[config.mk]
export PLATFORM = sky130hd
export DESIGN_NAME = seq_alu
export DESIGN_NICKNAME = d
export VERILOG_FILES = /design/src/rtl/cpu_types_pkg.sv /design/src/rtl/iter_muldiv.sv /design/src/rtl/seq_alu.sv
export SDC_FILE = /design/constraint.sdc
export NUM_CORES = 1
export LEC_CHECK = 0
export CAP_MARGIN = 25
export CORE_ASPECT_RATIO = 0.6
export CORE_MARGIN = 10
export CORE_UTILIZATION = 31
export CTS_BUF_LIST = sky130_fd_sc_hd__clkbuf_8 sky130_fd_sc_hd__clkbuf_16
export CTS_CLUSTER_DIAMETER = 120
export CTS_CLUSTER_SIZE = 14
export DETAILED_ROUTE_END_ITERATION = 12
export GPL_TIMING_DRIVEN = 0
export PLACE_DENSITY = 0.5
export SKIP_LAST_GASP = 1
export SLEW_MARGIN = 10
export SYNTH_ARGS = -nofsm -noshare
export SYNTH_HDL_FRONTEND = slang
export SYNTH_SLANG_ARGS = --single-unit
[constraint.sdc]
create_clock -name CLK -period 6.2 [get_ports CLK]
set_clock_uncertainty 0.15 [all_clocks]
set_input_delay 1.24 -clock CLK [delete_from_list [all_inputs] [get_ports CLK]]
set_output_delay 1.24 -clock CLK [all_outputs]
set_load 0.005 [all_outputs]
[src/rtl/cpu_types_pkg.sv]
// Shared types for the execute-stage ALU: the extended opcode set and the FSM states.
package cpu_types_pkg;

  typedef enum logic [3:0] {
    SLL  = 4'd0,
    SRL  = 4'd1,
    SRA  = 4'd2,
    ADD  = 4'd3,
    SUB  = 4'd4,
    AND  = 4'd5,
    OR   = 4'd6,
    XOR  = 4'd7,
    NOR  = 4'd8,
    SLT  = 4'd9,
    SLTU = 4'd10,
    MULU = 4'd11,
    DIVU = 4'd12
  } aluop_ext_t;

  typedef enum logic [1:0] {
    IDLE = 2'd0,
    BUSY = 2'd1,
    DONE = 2'd2
  } seq_alu_state_t;

  // Opcodes that run through the iterative multiply/divide datapath.
  function automatic logic is_iterative(input logic [3:0] op);
    return (op == MULU) || (op == DIVU);
  endfunction

endpackage

[src/rtl/iter_muldiv.sv]
// Iterative unsigned multiply (shift-add) and restoring divide, one bit per step.
// {hi, lo} is a single 2*WIDTH shift register: for MULU lo starts as the multiplier
// and ends as the low product; for DIVU lo starts as the dividend and ends as the
// quotient while hi accumulates the partial remainder.
module iter_muldiv #(
  parameter int WIDTH = 32
) (
  input  logic             clk,
  input  logic             load,
  input  logic             step,
  input  logic             is_div,
  input  logic [WIDTH-1:0] a_in,
  input  logic [WIDTH-1:0] b_in,
  output logic [WIDTH-1:0] nxt_hi,
  output logic [WIDTH-1:0] nxt_lo
);

  logic [WIDTH-1:0] hi_q, hi_d;
  logic [WIDTH-1:0] lo_q, lo_d;
  logic [WIDTH-1:0] opnd_q, opnd_d;
  logic             div_q, div_d;

  logic [WIDTH:0]   sum;
  logic [WIDTH:0]   sh;
  logic [WIDTH-1:0] diff;
  logic             ge;

  // One iteration of either algorithm, computed from the current register contents.
  always_comb begin
    sum  = {1'b0, hi_q} + (lo_q[0] ? {1'b0, opnd_q} : '0);
    sh   = {hi_q, lo_q[WIDTH-1]};
    ge   = (sh >= {1'b0, opnd_q});
    diff = sh[WIDTH-1:0] - opnd_q;
    if (div_q) begin
      nxt_hi = ge ? diff : sh[WIDTH-1:0];
      nxt_lo = {lo_q[WIDTH-2:0], ge};
    end else begin
      nxt_hi = sum[WIDTH:1];
      nxt_lo = {sum[0], lo_q[WIDTH-1:1]};
    end
  end

  // Load operands on accept, advance one iteration per step, otherwise hold.
  always_comb begin
    hi_d   = hi_q;
    lo_d   = lo_q;
    opnd_d = opnd_q;
    div_d  = div_q;
    if (load) begin
      hi_d   = '0;
      lo_d   = is_div ? a_in : b_in;
      opnd_d = is_div ? b_in : a_in;
      div_d  = is_div;
    end else if (step) begin
      hi_d = nxt_hi;
      lo_d = nxt_lo;
    end
  end

  // Pure datapath registers; the owning FSM decides when their contents matter.
  always_ff @(posedge clk) begin
    hi_q   <= hi_d;
    lo_q   <= lo_d;
    opnd_q <= opnd_d;
    div_q  <= div_d;
  end

endmodule

[src/rtl/seq_alu.sv]
// Multi-cycle execute-stage ALU with valid/ready on both sides. Single-cycle ops
// complete at the accept edge; MULU/DIVU iterate WIDTH times in iter_muldiv.
module seq_alu
  import cpu_types_pkg::*;
#(
  parameter int WIDTH   = 32,
  parameter int SHAMT_W = $clog2(WIDTH)
) (
  input  logic             CLK,
  input  logic             RST,
  input  logic             in_valid,
  output logic             in_ready,
  input  logic [3:0]       opcode,
  input  logic [WIDTH-1:0] port_a,
  input  logic [WIDTH-1:0] port_b,
  output logic             out_valid,
  input  logic             out_ready,
  output logic [WIDTH-1:0] port_o,
  output logic [WIDTH-1:0] port_hi,
  output logic             neg_flag,
  output logic             of_flag,
  output logic             z_flag,
  output logic             dz_flag
);

  seq_alu_state_t   state_q, state_d;
  logic [SHAMT_W-1:0] count_q, count_d;
  logic [3:0]       op_q, op_d;
  logic             a_msb_q, a_msb_d;
  logic             b_msb_q, b_msb_d;
  logic             dz_q, dz_d;
  logic [WIDTH-1:0] res_lo_q, res_lo_d;
  logic [WIDTH-1:0] res_hi_q, res_hi_d;

  logic             md_load, md_step;
  logic [WIDTH-1:0] md_hi, md_lo;

  function automatic logic [WIDTH-1:0] alu_single(input logic [3:0] op,
                                                  input logic [WIDTH-1:0] a,
                                                  input logic [WIDTH-1:0] b);
    logic [SHAMT_W-1:0]      sh;
    logic signed [WIDTH-1:0] sa, sb;
    logic [WIDTH-1:0]        r;
    sh = b[SHAMT_W-1:0];
    sa = a;
    sb = b;
    r  = '0;
    case (op)
      SLL:  r = a << sh;
      SRL:  r = a >> sh;
      SRA:  r = sa >>> sh;
      ADD:  r = a + b;
      SUB:  r = a - b;
      AND:  r = a & b;
      OR:   r = a | b;
      XOR:  r = a ^ b;
      NOR:  r = ~(a | b);
      SLT:  r = (sa < sb) ? WIDTH'(1) : '0;
      SLTU: r = (a < b)   ? WIDTH'(1) : '0;
      default: r = '0;
    endcase
    return r;
  endfunction

  iter_muldiv #(.WIDTH(WIDTH)) u_muldiv (
    .clk    (CLK),
    .load   (md_load),
    .step   (md_step),
    .is_div (opcode == DIVU),
    .a_in   (port_a),
    .b_in   (port_b),
    .nxt_hi (md_hi),
    .nxt_lo (md_lo)
  );

  // Next-state logic: accept in IDLE, iterate in BUSY, hold results in DONE until taken.
  always_comb begin
    state_d  = state_q;
    count_d  = count_q;
    op_d     = op_q;
    a_msb_d  = a_msb_q;
    b_msb_d  = b_msb_q;
    dz_d     = dz_q;
    res_lo_d = res_lo_q;
    res_hi_d = res_hi_q;
    md_load  = 1'b0;
    md_step  = 1'b0;
    case (state_q)
      IDLE: begin
        if (in_valid) begin
          op_d    = opcode;
          a_msb_d = port_a[WIDTH-1];
          b_msb_d = port_b[WIDTH-1];
          dz_d    = 1'b0;
          if (opcode == DIVU && port_b == '0) begin
            // Divide by zero never enters the iteration loop.
            dz_d     = 1'b1;
            res_lo_d = '1;
            res_hi_d = port_a;
            state_d  = DONE;
          end else if (is_iterative(opcode)) begin
            md_load = 1'b1;
            count_d = SHAMT_W'(WIDTH - 1);
            state_d = BUSY;
          end else begin
            res_lo_d = alu_single(opcode, port_a, port_b);
            res_hi_d = '0;
            state_d  = DONE;
          end
        end
      end
      BUSY: begin
        md_step = 1'b1;
        if (count_q == '0) begin
          res_lo_d = md_lo;
          res_hi_d = md_hi;
          state_d  = DONE;
        end else begin
          count_d = count_q - 1'b1;
        end
      end
      DONE: begin
        if (out_ready) state_d = IDLE;
      end
      default: state_d = IDLE;
    endcase
  end

  // Control and result registers; reset discards any in-flight operation.
  always_ff @(posedge CLK) begin
    if (RST) begin
      state_q  <= IDLE;
      count_q  <= '0;
      op_q     <= '0;
      a_msb_q  <= 1'b0;
      b_msb_q  <= 1'b0;
      dz_q     <= 1'b0;
      res_lo_q <= '0;
      res_hi_q <= '0;
    end else begin
      state_q  <= state_d;
      count_q  <= count_d;
      op_q     <= op_d;
      a_msb_q  <= a_msb_d;
      b_msb_q  <= b_msb_d;
      dz_q     <= dz_d;
      res_lo_q <= res_lo_d;
      res_hi_q <= res_hi_d;
    end
  end

  assign in_ready  = (state_q == IDLE);
  assign out_valid = (state_q == DONE);
  assign port_o    = res_lo_q;
  assign port_hi   = res_hi_q;

  // Flags derive from the held results and are only asserted while a result is offered.
  always_comb begin
    logic done, known, r_msb;
    done     = (state_q == DONE);
    known    = (op_q <= DIVU);
    r_msb    = res_lo_q[WIDTH-1];
    neg_flag = done && known && r_msb;
    z_flag   = done && known && (res_lo_q == '0);
    dz_flag  = done && dz_q;
    of_flag  = 1'b0;
    if (done) begin
      case (op_q)
        ADD:     of_flag = (a_msb_q == b_msb_q) && (r_msb != a_msb_q);
        SUB:     of_flag = (a_msb_q != b_msb_q) && (r_msb != a_msb_q);
        MULU:    of_flag = (res_hi_q != '0);
        default: of_flag = 1'b0;
      endcase
    end
  end

endmodule
==> reports/results.ini <==
[yosys]
synth-edff-count=65
async_reset_ff_share_pct=0
synth.distinct_cells=91
synthTopCellsByArea=ha_1 (11%), dfxtp_1 (11%), edfxtp_1 (9.3%)
yosys_warnings=0
ys_ff_latch=175
synth_flop_cell=dfxtp_1
synth_area_um2=20900
yosysSeqAreaShare_pct=19.9
synth_top_area_share_pct=10.8
synth_top_area_cell=ha_1
syn_avg_cell_area_um2=7.50
syn_inst=2788
syn_nets=3044

[cts]
clk_pin_slew_ns=0.09
clock-root-buffer=clkbuf_16
h-tree-depth=4
cts_made_buffers=17
cts_tree=built
clock_latency_ns=0.48
cts_sinks=175
hold_buffers=0
cts_buffer_depth=2

[routing]
wl_per_cell_um=34.9
wl_um=135000
drtIter0Drc=4225
antenna_left=0
drc=0
viasPerCell=6.45
dr.pass1.iters=9
via_count=25000

[cells_and_area]
drive_gt1_share_pct=7.46
final_area_um2=24400
area_growth_pct=16.5
final_net_count=3217
stdcell_count=3876
final_core_util_pct=36.6

[global_routing]
first_global_vias=22400
grt_max_degree=24
grt_first_pass_wirelength_um=184000
grt_usage_pct=32.7
overflow=0
antenna_found_initial=8

[power_and_ir_drop]
vdd_drop_max_uv=203
power_leakage_nw=9.63
power_density_nw_per_um2=238

[timing]
hold_viol_final=0
fmaxAchievable_ghz=0.159
relSlewSlack_pct=8.82
tightest_slew_ns=1.37
period_share_pct=102
slew_viol_final=0
setup_slack_ns=-0.0948
fin_crit_ns=6.29
finalSetupViolCount=2
grt_setup_unrepaired=no
whs_ns=0.318

[critical_path]
path_buf_inv=4
path_cells=clkdlybuf4s50_1, buf_6, buf_2, nor4_1, nand3_1, nor2_1, nor2_2, and2_1, clkbuf_1, o311ai_0, o221ai_1, a21oi_1
path_delay_family=buffers and inverters
required_ns=6.37
setup.worst_path.start_class=input port
cp_slowest_stage_delay_ns=0.82
slowest_stage=nor2_2
cp.arrival_ns=6.46
crit_fanout=10
worstSetupPathType=input port to flip-flop
critPathCaptureType=flip-flop

[status]
status=finished, violations left
violations=setup timing

[floorplan]
rows=73
dieWidth_um=355
ios=142
die_y_um=221
coreArea_um2=66500
start_util_pct=31.5
die-area_um2=78600

[placed_design]
placed_cells=3840
dp_slack_ns=-1.61
hpwlAfterDp_um=114000
numPortBuffers=138
place_congestion=1.06
place_area_um2=23600

[min_path]
hold_path_class=flip-flop to flip-flop

[run]
cap_viol_max_count=0

[routing by layer]
| layer | track usage, % | up-vias | share of wire, % |
|---|---|---|---|
| li1 | - | 10600 | - |
| met1 | 53.0 | 12500 | 49 |
| met2 | 38.7 | 1745 | 35 |
| met3 | 13.0 | 101 | 15 |
| met4 | 4.51 | 6 | 1.2 |
| met5 | 0 | - | 0.018 |
[sequential cells by signal, indices dropped and copies added, names as in the netlist]
name             flops
count_q              5
a_msb_q              1
dz_q                 1
op_q                 4
u_muldiv.lo_q       32
port_hi             32
port_o              32
u_muldiv.div_q       1
u_muldiv.opnd_q     32
u_muldiv.hi_q       32
state_q              2
b_msb_q              1
[area by class of cell]
type | instances | area (um2)
Sequential cell | 175 | 4150
Buffer | 196 | 832
Clock buffer | 19 | 464
Multi-Input combinational cell | 2243 | 15400
Tap cell | 900 | 1130
Antenna cell | 2 | 5.00
Clock inverter | 13 | 141
Fill cell | 7151 | 42100
Inverter | 170 | 642
Timing Repair Buffer | 158 | 1600
[cells by family (layout without fill, tap and decap cells)]
family	Yosys count	count (layout)	synth area share, %
and+or+nand+nor	933	933	20.2
AOI/OAI and AO/OA	928	928	29.5
other	0	2	0
muxes	145	145	10.0
buffers and inverters	370	556	7.02
xor gates and xnor gates	53	53	2.22
DFF	175	175	19.9
adders and majority gates	184	184	11.1
[synth_stat cells, drive strengths merged, types with 19 or more instances]
cell type    n
dfxtp      110
nand2b      20
a21o        48
a211oi      76
o211ai      23
a21oi      251
nand2      324
mux2i       71
o21a        22
buf         47
xnor2       33
o21ai      192
nand3       44
clkbuf     153
and2        45
a221oi      38
nor2b       31
and3        19
nor4        36
mux4        49
nor3        48
inv        167
xor2        20
ha         180
nand4       21
a31oi       59
edfxtp      65
a22oi       19
nor2       301
mux2        25
o21bai      23
[repair_timing]
action,in CTS,in global routing
buffers inserted,1,0
endpoints found under the setup margin,22,10
gates resized for setup,13,13
[worst paths after layout]
kind,end,depth (start not counted),slack (ns),start
max,port_o[15],12,-0.09,port_b[0]
min,dz_q,2,0.32,dz_q
max reg2reg,port_hi[29],15,0.33,u_muldiv.lo_q[0]
min reg2reg,dz_q,2,0.32,dz_q
[layout by cell type (no fill, tap or decap), types with 25 or more instances in the layout]
| cell | count |
|---|---|
| clkbuf_1 | 145 |
| nor2_1 | 298 |
| clkdlybuf4s50_1 | 137 |
| a21oi_1 | 248 |
| o21ai_0 | 176 |
| mux2_2 | 25 |
| a31oi_1 | 58 |
| xnor2_1 | 33 |
| buf_2 | 28 |
| nor4_1 | 31 |
| mux4_2 | 49 |
| a211oi_1 | 68 |
| a221oi_1 | 38 |
| and2_1 | 44 |
| ha_1 | 180 |
| nor3_1 | 46 |
| a21o_1 | 48 |
| nor2b_1 | 31 |
| edfxtp_1 | 65 |
| inv_1 | 164 |
| mux2i_1 | 71 |
| nand3_1 | 44 |
| dfxtp_1 | 110 |
| nand2_1 | 324 |
[power breakdown]
group	switching [mW]	internal, mW	leakage, nW
logic	2.10	1.03	7.83
clock network	0.574	0.605	0.305
registers	0.159	1.32	1.49
[through the flow]
step                      power [mW]  setup TNS (ns)
final                           5.79          -0.106
after global routing            5.99               0
after CTS                       5.61               0
after detailed placement        4.43          -24.78
after global placement          4.41          -81.74
after floorplan                 3.21               0
[worst register-to-register path, stage by stage (launching register included)]
cell and delay [ns]:
edfxtp_1 0.59, clkbuf_1 0.58, and2_1 0.23, ha_1 0.22, inv_1 0.08, fa_1 0.46, nor2b_1 0.20, o2111ai_1 0.19
and3_1 0.26, o21ai_0 0.64, a21oi_1 0.50, o21ai_0 0.52, mux2i_1 0.43, a21oi_1 0.15, a211oi_1 0.44, nor3_1 0.09
(Power assumes the default switching activity.)
